==> config.mk <==
export PLATFORM = sky130hd
export DESIGN_NAME = fb_write_scheduler
export DESIGN_NICKNAME = d
export VERILOG_FILES = /design/src/rtl/fb_write_scheduler.sv
export SDC_FILE = /design/constraint.sdc
export NUM_CORES = 1
export LEC_CHECK = 0
export BUFFER_PORTS_ARGS = -buffer_cell sky130_fd_sc_hd__buf_2
export CORE_MARGIN = 1.5
export CORE_UTILIZATION = 49
export DETAILED_ROUTE_END_ITERATION = 10
export PLACE_DENSITY = 0.76
export SETUP_SLACK_MARGIN = 0.05
export SYNTH_ARGS = -nofsm -noshare
export SYNTH_HDL_FRONTEND = slang
export SYNTH_SLANG_ARGS = --single-unit
==> constraint.sdc <==
create_clock -name gpu_clk -period 1.52 [get_ports gpu_clk]
set_input_delay 0.076 -clock gpu_clk [delete_from_list [all_inputs] [get_ports gpu_clk]]
set_output_delay 0.076 -clock gpu_clk [all_outputs]
set_load 0.01 [all_outputs]
==> src/rtl/fb_write_scheduler.sv <==
// Serialises rasterizer pixels and a full-screen clear into read-modify-write
// operations on the packed 4bpp frame buffer's GPU port.
module fb_write_scheduler #(
  parameter int H_RES        = 320,
  parameter int V_RES        = 240,
  parameter int READ_LATENCY = 2
) (
  input  logic       gpu_clk,
  input  logic       reset_n,
  input  logic       px_valid,
  output logic       px_ready,
  input  logic [9:0] px_x,
  input  logic [9:0] px_y,
  input  logic [3:0] px_color,
  input  logic       clear_start,
  input  logic [3:0] clear_color,
  output logic       clear_busy,
  output logic       clear_done,
  output logic       gpu_access,
  output logic [9:0] gpu_x,
  output logic [9:0] gpu_y,
  output logic [3:0] gpu_data,
  output logic       gpu_we,
  output logic       idle
);

  localparam int LAT_W = (READ_LATENCY > 1) ? $clog2(READ_LATENCY) : 1;
  localparam logic [LAT_W-1:0] LAT_LAST = LAT_W'(READ_LATENCY - 1);
  localparam logic [9:0] X_LIM  = 10'(H_RES);
  localparam logic [9:0] Y_LIM  = 10'(V_RES);
  localparam logic [9:0] X_LAST = 10'(H_RES - 1);
  localparam logic [9:0] Y_LAST = 10'(V_RES - 1);

  typedef enum logic [1:0] {
    S_IDLE   = 2'd0,
    S_ACCESS = 2'd1,
    S_WRITE  = 2'd2
  } state_t;

  state_t           state_q;
  logic [LAT_W-1:0] lat_q;
  logic             op_clr_q;
  logic             clear_busy_q;
  logic             clear_done_q;
  logic [3:0]       clear_color_q;
  logic [9:0]       cx_q;
  logic [9:0]       cy_q;
  logic             gpu_access_q;
  logic             gpu_we_q;
  logic [9:0]       gpu_x_q;
  logic [9:0]       gpu_y_q;
  logic [3:0]       gpu_data_q;

  // Clear requests block the rasterizer in the very cycle they arrive.
  assign px_ready   = (state_q == S_IDLE) && !clear_busy_q && !clear_start;
  assign idle       = (state_q == S_IDLE) && !clear_busy_q;
  assign clear_busy = clear_busy_q;
  assign clear_done = clear_done_q;
  assign gpu_access = gpu_access_q;
  assign gpu_we     = gpu_we_q;
  assign gpu_x      = gpu_x_q;
  assign gpu_y      = gpu_y_q;
  assign gpu_data   = gpu_data_q;

  always_ff @(posedge gpu_clk or negedge reset_n) begin
    if (!reset_n) begin
      state_q       <= S_IDLE;
      lat_q         <= '0;
      op_clr_q      <= 1'b0;
      clear_busy_q  <= 1'b0;
      clear_done_q  <= 1'b0;
      clear_color_q <= 4'd0;
      cx_q          <= 10'd0;
      cy_q          <= 10'd0;
      gpu_access_q  <= 1'b0;
      gpu_we_q      <= 1'b0;
      gpu_x_q       <= 10'd0;
      gpu_y_q       <= 10'd0;
      gpu_data_q    <= 4'd0;
    end else begin
      clear_done_q <= 1'b0;

      if (clear_start && !clear_busy_q) begin
        clear_busy_q  <= 1'b1;
        clear_color_q <= clear_color;
        cx_q          <= 10'd0;
        cy_q          <= 10'd0;
      end

      case (state_q)
        S_IDLE: begin
          if (clear_busy_q) begin
            op_clr_q     <= 1'b1;
            gpu_x_q      <= cx_q;
            gpu_y_q      <= cy_q;
            gpu_data_q   <= clear_color_q;
            gpu_access_q <= 1'b1;
            lat_q        <= '0;
            state_q      <= S_ACCESS;
          end else if (px_valid && px_ready) begin
            op_clr_q   <= 1'b0;
            gpu_x_q    <= px_x;
            gpu_y_q    <= px_y;
            gpu_data_q <= px_color;
            // Off-screen pixels are consumed without touching the buffer.
            if ((px_x < X_LIM) && (px_y < Y_LIM)) begin
              gpu_access_q <= 1'b1;
              lat_q        <= '0;
              state_q      <= S_ACCESS;
            end
          end
        end
        S_ACCESS: begin
          if (lat_q == LAT_LAST) begin
            gpu_we_q <= 1'b1;
            state_q  <= S_WRITE;
          end else begin
            lat_q <= lat_q + 1'b1;
          end
        end
        S_WRITE: begin
          gpu_we_q     <= 1'b0;
          gpu_access_q <= 1'b0;
          state_q      <= S_IDLE;
          if (op_clr_q) begin
            if (cx_q == X_LAST) begin
              cx_q <= 10'd0;
              if (cy_q == Y_LAST) begin
                cy_q         <= 10'd0;
                clear_busy_q <= 1'b0;
                clear_done_q <= 1'b1;
              end else begin
                cy_q <= cy_q + 10'd1;
              end
            end else begin
              cx_q <= cx_q + 10'd1;
            end
          end
        end
        default: begin
          gpu_we_q     <= 1'b0;
          gpu_access_q <= 1'b0;
          state_q      <= S_IDLE;
        end
      endcase
    end
  end

endmodule
; Word level (Yosys, flattened, before mapping)
; Cells that the tools add are included.
; Widths: inputs -> output; s select.
[totals]
register_bits = 56
word_cells = 84
[op_classes]
mux = 42
reduce_logical = 15
eq_ne = 7
n_bitwise = 2
order_cmp = 2
n_addsub = 3
[ops]
columns = op, count
row1 = $mux 10, 13
row2 = $add 10x1->10 const B, 2
row3 = $mux 1, 19
row4 = $eq 10x8->1 const B, 1
row5 = $eq 10x9->1 const B, 1
row6 = $lt 10x8->1 const B, 1
row7 = $lt 10x9->1 const B, 1
row8 = $reduce_and 3->1, 3
row9 = $mux 2, 4
row10 = $mux 4, 2
row11 = $ne 3x2->1 const B, 2
row12 = $pmux 1 s2, 3
row13 = $logic_and 1x1->1, 5
row14 = $pmux 2 s2, 1
row15 = $reduce_and 2->1, 2
row16 = $reduce_bool 2->1, 2
row17 = $eq 2x1->1 const B, 1
row18 = $eq 2x2->1 const B, 1
row19 = $logic_not 1->1, 2
row20 = $logic_not 2->1, 1
row21 = $ne 2x2->1 const B, 1
row22 = $not 1->1, 2
row23 = $add 1x1->1 const B, 1

; Longest topological paths before layout
[logic_depth]
depth_word = 7
mapped_depth = 7
depth_no_buf = 5

; Worst setup path before layout
; OpenSTA, ideal clock, no wires.
[synth_timing]
path_type = register to register
start = register state_q[0]
end = register gpu_data_q[0] (netlist: gpu_data[0])
required_ns = 1.386
stages_incl_launch_ff = 8
path_slack_ns = -0.161
arrival_ns = 1.547
setup_ns = 0.134
path_cell_list = dfrtp_1 -> buf_6 -> nor4_2 -> a22oi_1 -> buf_2 -> buf_2 -> nand2_1 -> o21ai_0
[synth_via]
elab_chain_len = 6
[synth_rtl]
columns = element, line
row1 = from (decl), 40  ; state_t state_q;
row2 = from (signal assigned), 67  ; state_q <= S_IDLE;
row3 = from (signal assigned), 99  ; state_q <= S_ACCESS;
row4 = from (signal assigned), 109  ; state_q <= S_ACCESS;
row5 = $logic_not 2->1, 55  ; assign px_ready = (state_q == S_IDLE) && !clear_busy_q && !clear_start;
row6 = $logic_and 1x1->1 (2 in a row), 55
row7 = via px_ready, 11  ; output logic px_ready,
row8 = $logic_and 1x1->1, 100  ; end else if (px_valid && px_ready) begin
row9 = $reduce_bool 2->1 (no line), -
row10 = $reduce_and 2->1 (no line), -
row11 = to (signal assigned), 96  ; gpu_data_q <= clear_color_q;
row12 = to (signal assigned), 104  ; gpu_data_q <= px_color;
row13 = to (decl), 52  ; logic [3:0] gpu_data_q;
; The timed path passes the listed nets, and every way through them passes these cells.
; A chain may end at the register's enable or synchronous reset.

; Worst setup path after layout
[layout_timing]
start = register cx_q[0]
end = register cy_q[7]
[layout_via]
elab_chain_len = 4
[layout_rtl]
columns = element, line
row1 = from (decl), 46  ; logic [9:0] cx_q;
row2 = from (signal assigned), 136  ; cx_q <= cx_q + 10'd1;
row3 = $eq 10x9->1, 126  ; if (cx_q == X_LAST) begin
row4 = $mux 10, 126
row5 = $mux 10, 125  ; if (op_clr_q) begin
row6 = $mux 10, 90  ; case (state_q)
row7 = to (signal assigned), 133  ; cy_q <= cy_q + 10'd1;
row8 = to (decl), 47  ; logic [9:0] cy_q;
; No other way between the ends.

==> impl_metrics.py <==
metrics = {
    "outcome": {
        "status": "finished with violations",
        "violations": "negative setup slack",
    },
    "setup_path": {
        "crit_required_ns": 1.76,
        "end_kind": "flip-flop",
        "crit_arrival_ns": 1.92,
        "crit_type": "flip-flop to flip-flop",
        "cp_max_fo": 5,
        "start_kind": "flip-flop",
    },
    "clock_network": {
        "cts_tree": "yes",
        "cts_buffer_depth": 2,
        "clock-sinks": 56,
        "clk-insertion-delay-late_ns": 0.32,
        "clk_pin_slew_ns": 0.11,
        "clock-root-buffer": "clkbuf_8",
        "htreeDepth": 2,
        "numCtsBuffers": 5,
    },
    "sta": {
        "rsz0062_at_grt": "true",
        "slew_violations": 0,
        "maxSlewHeadroom": 0.7495,
        "hold_violations": 0,
        "max_freq_mhz": 596.9,
        "worst_slew_pin_slew_ns": 0.3758,
        "min_period_ns": 1.675,
        "final-setup-viol-count": 31,
        "hold_ws_ns": 0.02740,
        "timing.setup.tns_ns": -1.438,
        "finalCritPeriodShare": 1.102,
        "fin_ws_ns": -0.1554,
        "fin_worst_skew_ns": 0.01758,
    },
    "synthesis": {
        "syn_nets": 311,
        "synth-async-reset-ratio": 1.000,
        "synth_simple_gate_area_frac": 0.2169,
        "ys_top_cells_by_area": "dfrtp_1 50%, mux2i_1 9.3%, nand2_1 6.0%, o21ai_0 3.8%, nand3_1 2.9%",
        "synthMuxAreaShare": 0.09302,
        "syn_area_per_cell_um2": 10.10,
        "synthAdderAreaFrac": 0.008945,
        "synth_compound_area_frac": 0.1453,
        "synth_top_area_frac": 0.5009,
        "synth.most_common_cell": "dfrtp_1",
        "synth_seq_area_share": 0.5009,
        "netlist_area_um2": 2798,
        "synthXorXnorAreaFrac": 0,
        "yosys.area.top_type": "dfrtp_1",
        "ys_ff_latch": 56,
        "syn_inst": 277,
        "synth_common_cells": "56 x dfrtp_1, 45 x nand2_1, 26 x mux2i_1",
        "synth_top_family_by_area": "simple AND/OR/NAND/NOR gates",
        "synth_edf_count": 0,
        "synth_warnings": 0,
        "synthDistinctLibCells": 47,
        "ys.flop_type": "dfrtp_1",
    },
    "power_and_ir_drop": {
        "p_leak_nw": 2.156,
        "powerDensity_nw_per_um2": 1585,
        "total_power_mw": 6.711,
        "ir_drop_uv": 1086,
    },
    "floorplanning": {
        "core_um2": 5507,
        "die_w_um": 78.56,
        "fp.dieH_um": 78.56,
        "row_count": 27,
        "dieArea_um2": 6172,
        "ioPinCount": 62,
        "start_util": 0.5081,
    },
    "finish": {
        "fin_cells": 471,
        "layout-drive-gt1-share": 0.5038,
        "multiInputGateArea_um2": 1610,
        "design_area_um2": 4234,
        "syn_to_final_growth_pct": 51.34,
        "regArea_um2": 1405,
        "antennaDiodeCount": 0,
        "layout.nets": 432,
        "nFillCells": 305,
        "final_util": 0.7689,
    },
    "placement": {
        "portBuffers": 61,
        "dp.cells": 440,
        "place_ws_ns": -0.1310,
        "gp_congestion": 0.8645,
        "place_area_um2": 3510,
        "hpwlAfterDp_mm": 5.140,
    },
    "detailed_routing": {
        "drt_iter0_markers": 273,
        "vias_per_cell": 6.127,
        "postRouteWirelength_mm": 9.682,
        "first_pass_iters": 5,
        "postRouteAntennaNets": 0,
        "drc": 0,
        "wl_per_cell_um": 20.56,
        "num_vias": 2886,
    },
    "global_route": {
        "grt_first_pass_wirelength_mm": 12.63,
        "grt_pass1_vias": 2624,
        "grt_start_max_net_pins": 57,
        "grt_util_all_layers": 0.2622,
        "antenna_found_initial": 0,
        "grt_overflow": 0,
    },
    "min_path": {
        "hp-class": "input port to flip-flop",
    },
    "flow_run": {
        "maxCapViolCount": 0,
    },
}
-- where the power goes --
part           switching [mW]  total (mW)  internal, mW
Combinational            1.68        3.31          1.63
Clock                   0.500        1.16         0.659
Sequential              0.358        2.24          1.88
-- cell usage in the layout, fill, tap and decap left out, types with 6 or more instances in the layout --
cell / instances
dfrtp_1: 53
nand4_1: 7
nand2_1: 24
buf_6: 10
buf_2: 60
nand3_1: 13
nand2_2: 9
o21ai_2: 14
mux2i_1: 26
buf_4: 46
a22o_1: 6
nor2_1: 11
nand2_4: 13
o21ai_1: 14
-- flip-flops by register name (all words and copies together) (netlist names) --
register,flops
lat_q,1
cy_q,10
gpu_we,1
clear_done,1
clear_busy,1
gpu_x,10
op_clr_q,1
state_q,2
clear_color_q,4
gpu_access,1
gpu_y,10
gpu_data,4
cx_q,10
-- repair_timing --
item	CTS	global route
resized for setup	23	71
hold buffers	5	0
endpoints found under the hold margin	60	0
endpoints found under the setup margin	20	50
gates cloned	0	6
buffers inserted	7	5
pin swaps	8	23
-- critical path: stages (launching register included) --
cell	delay, ns
dfrtp_1	0.43
ha_4	0.18
and3_4	0.22
nand4b_1	0.19
buf_6	0.20
or3_1	0.33
nand3_1	0.08
-- per-layer routing --
layer	global-route usage	wire (µm)	part of all wire
met1	0.3492	3845	0.40
met2	0.4345	4916	0.51
met3	0.03488	640	0.066
met4	0.1000	279	0.029
met5	0	0	0
-- final timing paths --
check / start / cells past startpoint / slack [ns] / end
min in group asynchronous: reset_n / 3 / 0.28 / gpu_data[2]$_DFFE_PN0P_
min: px_y[3] / 3 / 0.03 / gpu_y[3]$_DFFE_PN0P_
max: cx_q[0]$_DFF_PN0_ / 6 / -0.16 / cy_q[7]$_DFF_PN0_
max in group asynchronous: reset_n / 3 / 0.95 / cx_q[7]$_DFF_PN0_
max reg2reg: cx_q[0]$_DFF_PN0_ / 6 / -0.16 / cy_q[7]$_DFF_PN0_
min reg2reg: clear_color_q[3]$_DFFE_PN0P_ / 2 / 0.49 / clear_color_q[3]$_DFFE_PN0P_
-- cells by family (layout without fill, tap and decap cells) --
group / count (synthesis) / after routing
and+or+nand+nor: 111 / 111
AOI/OAI and AO/OA: 65 / 65
DFF: 56 / 56
muxes: 26 / 26
buffers and inverters: 17 / 139
adders and majority gates: 2 / 2
-- final cells by class --
| class | count | share of cell area |
|---|---|---|
| Multi-Input combinational cell | 204 | 0.3803 |
| Sequential cell | 56 | 0.3319 |
| Timing Repair Buffer | 129 | 0.2335 |
| Tap cell | 72 | 0.02128 |
| Clock buffer | 6 | 0.01714 |
| Clock inverter | 2 | 0.01418 |
| Inverter | 2 | 0.001773 |
Note: power is estimated with default switching activity, not from simulation.
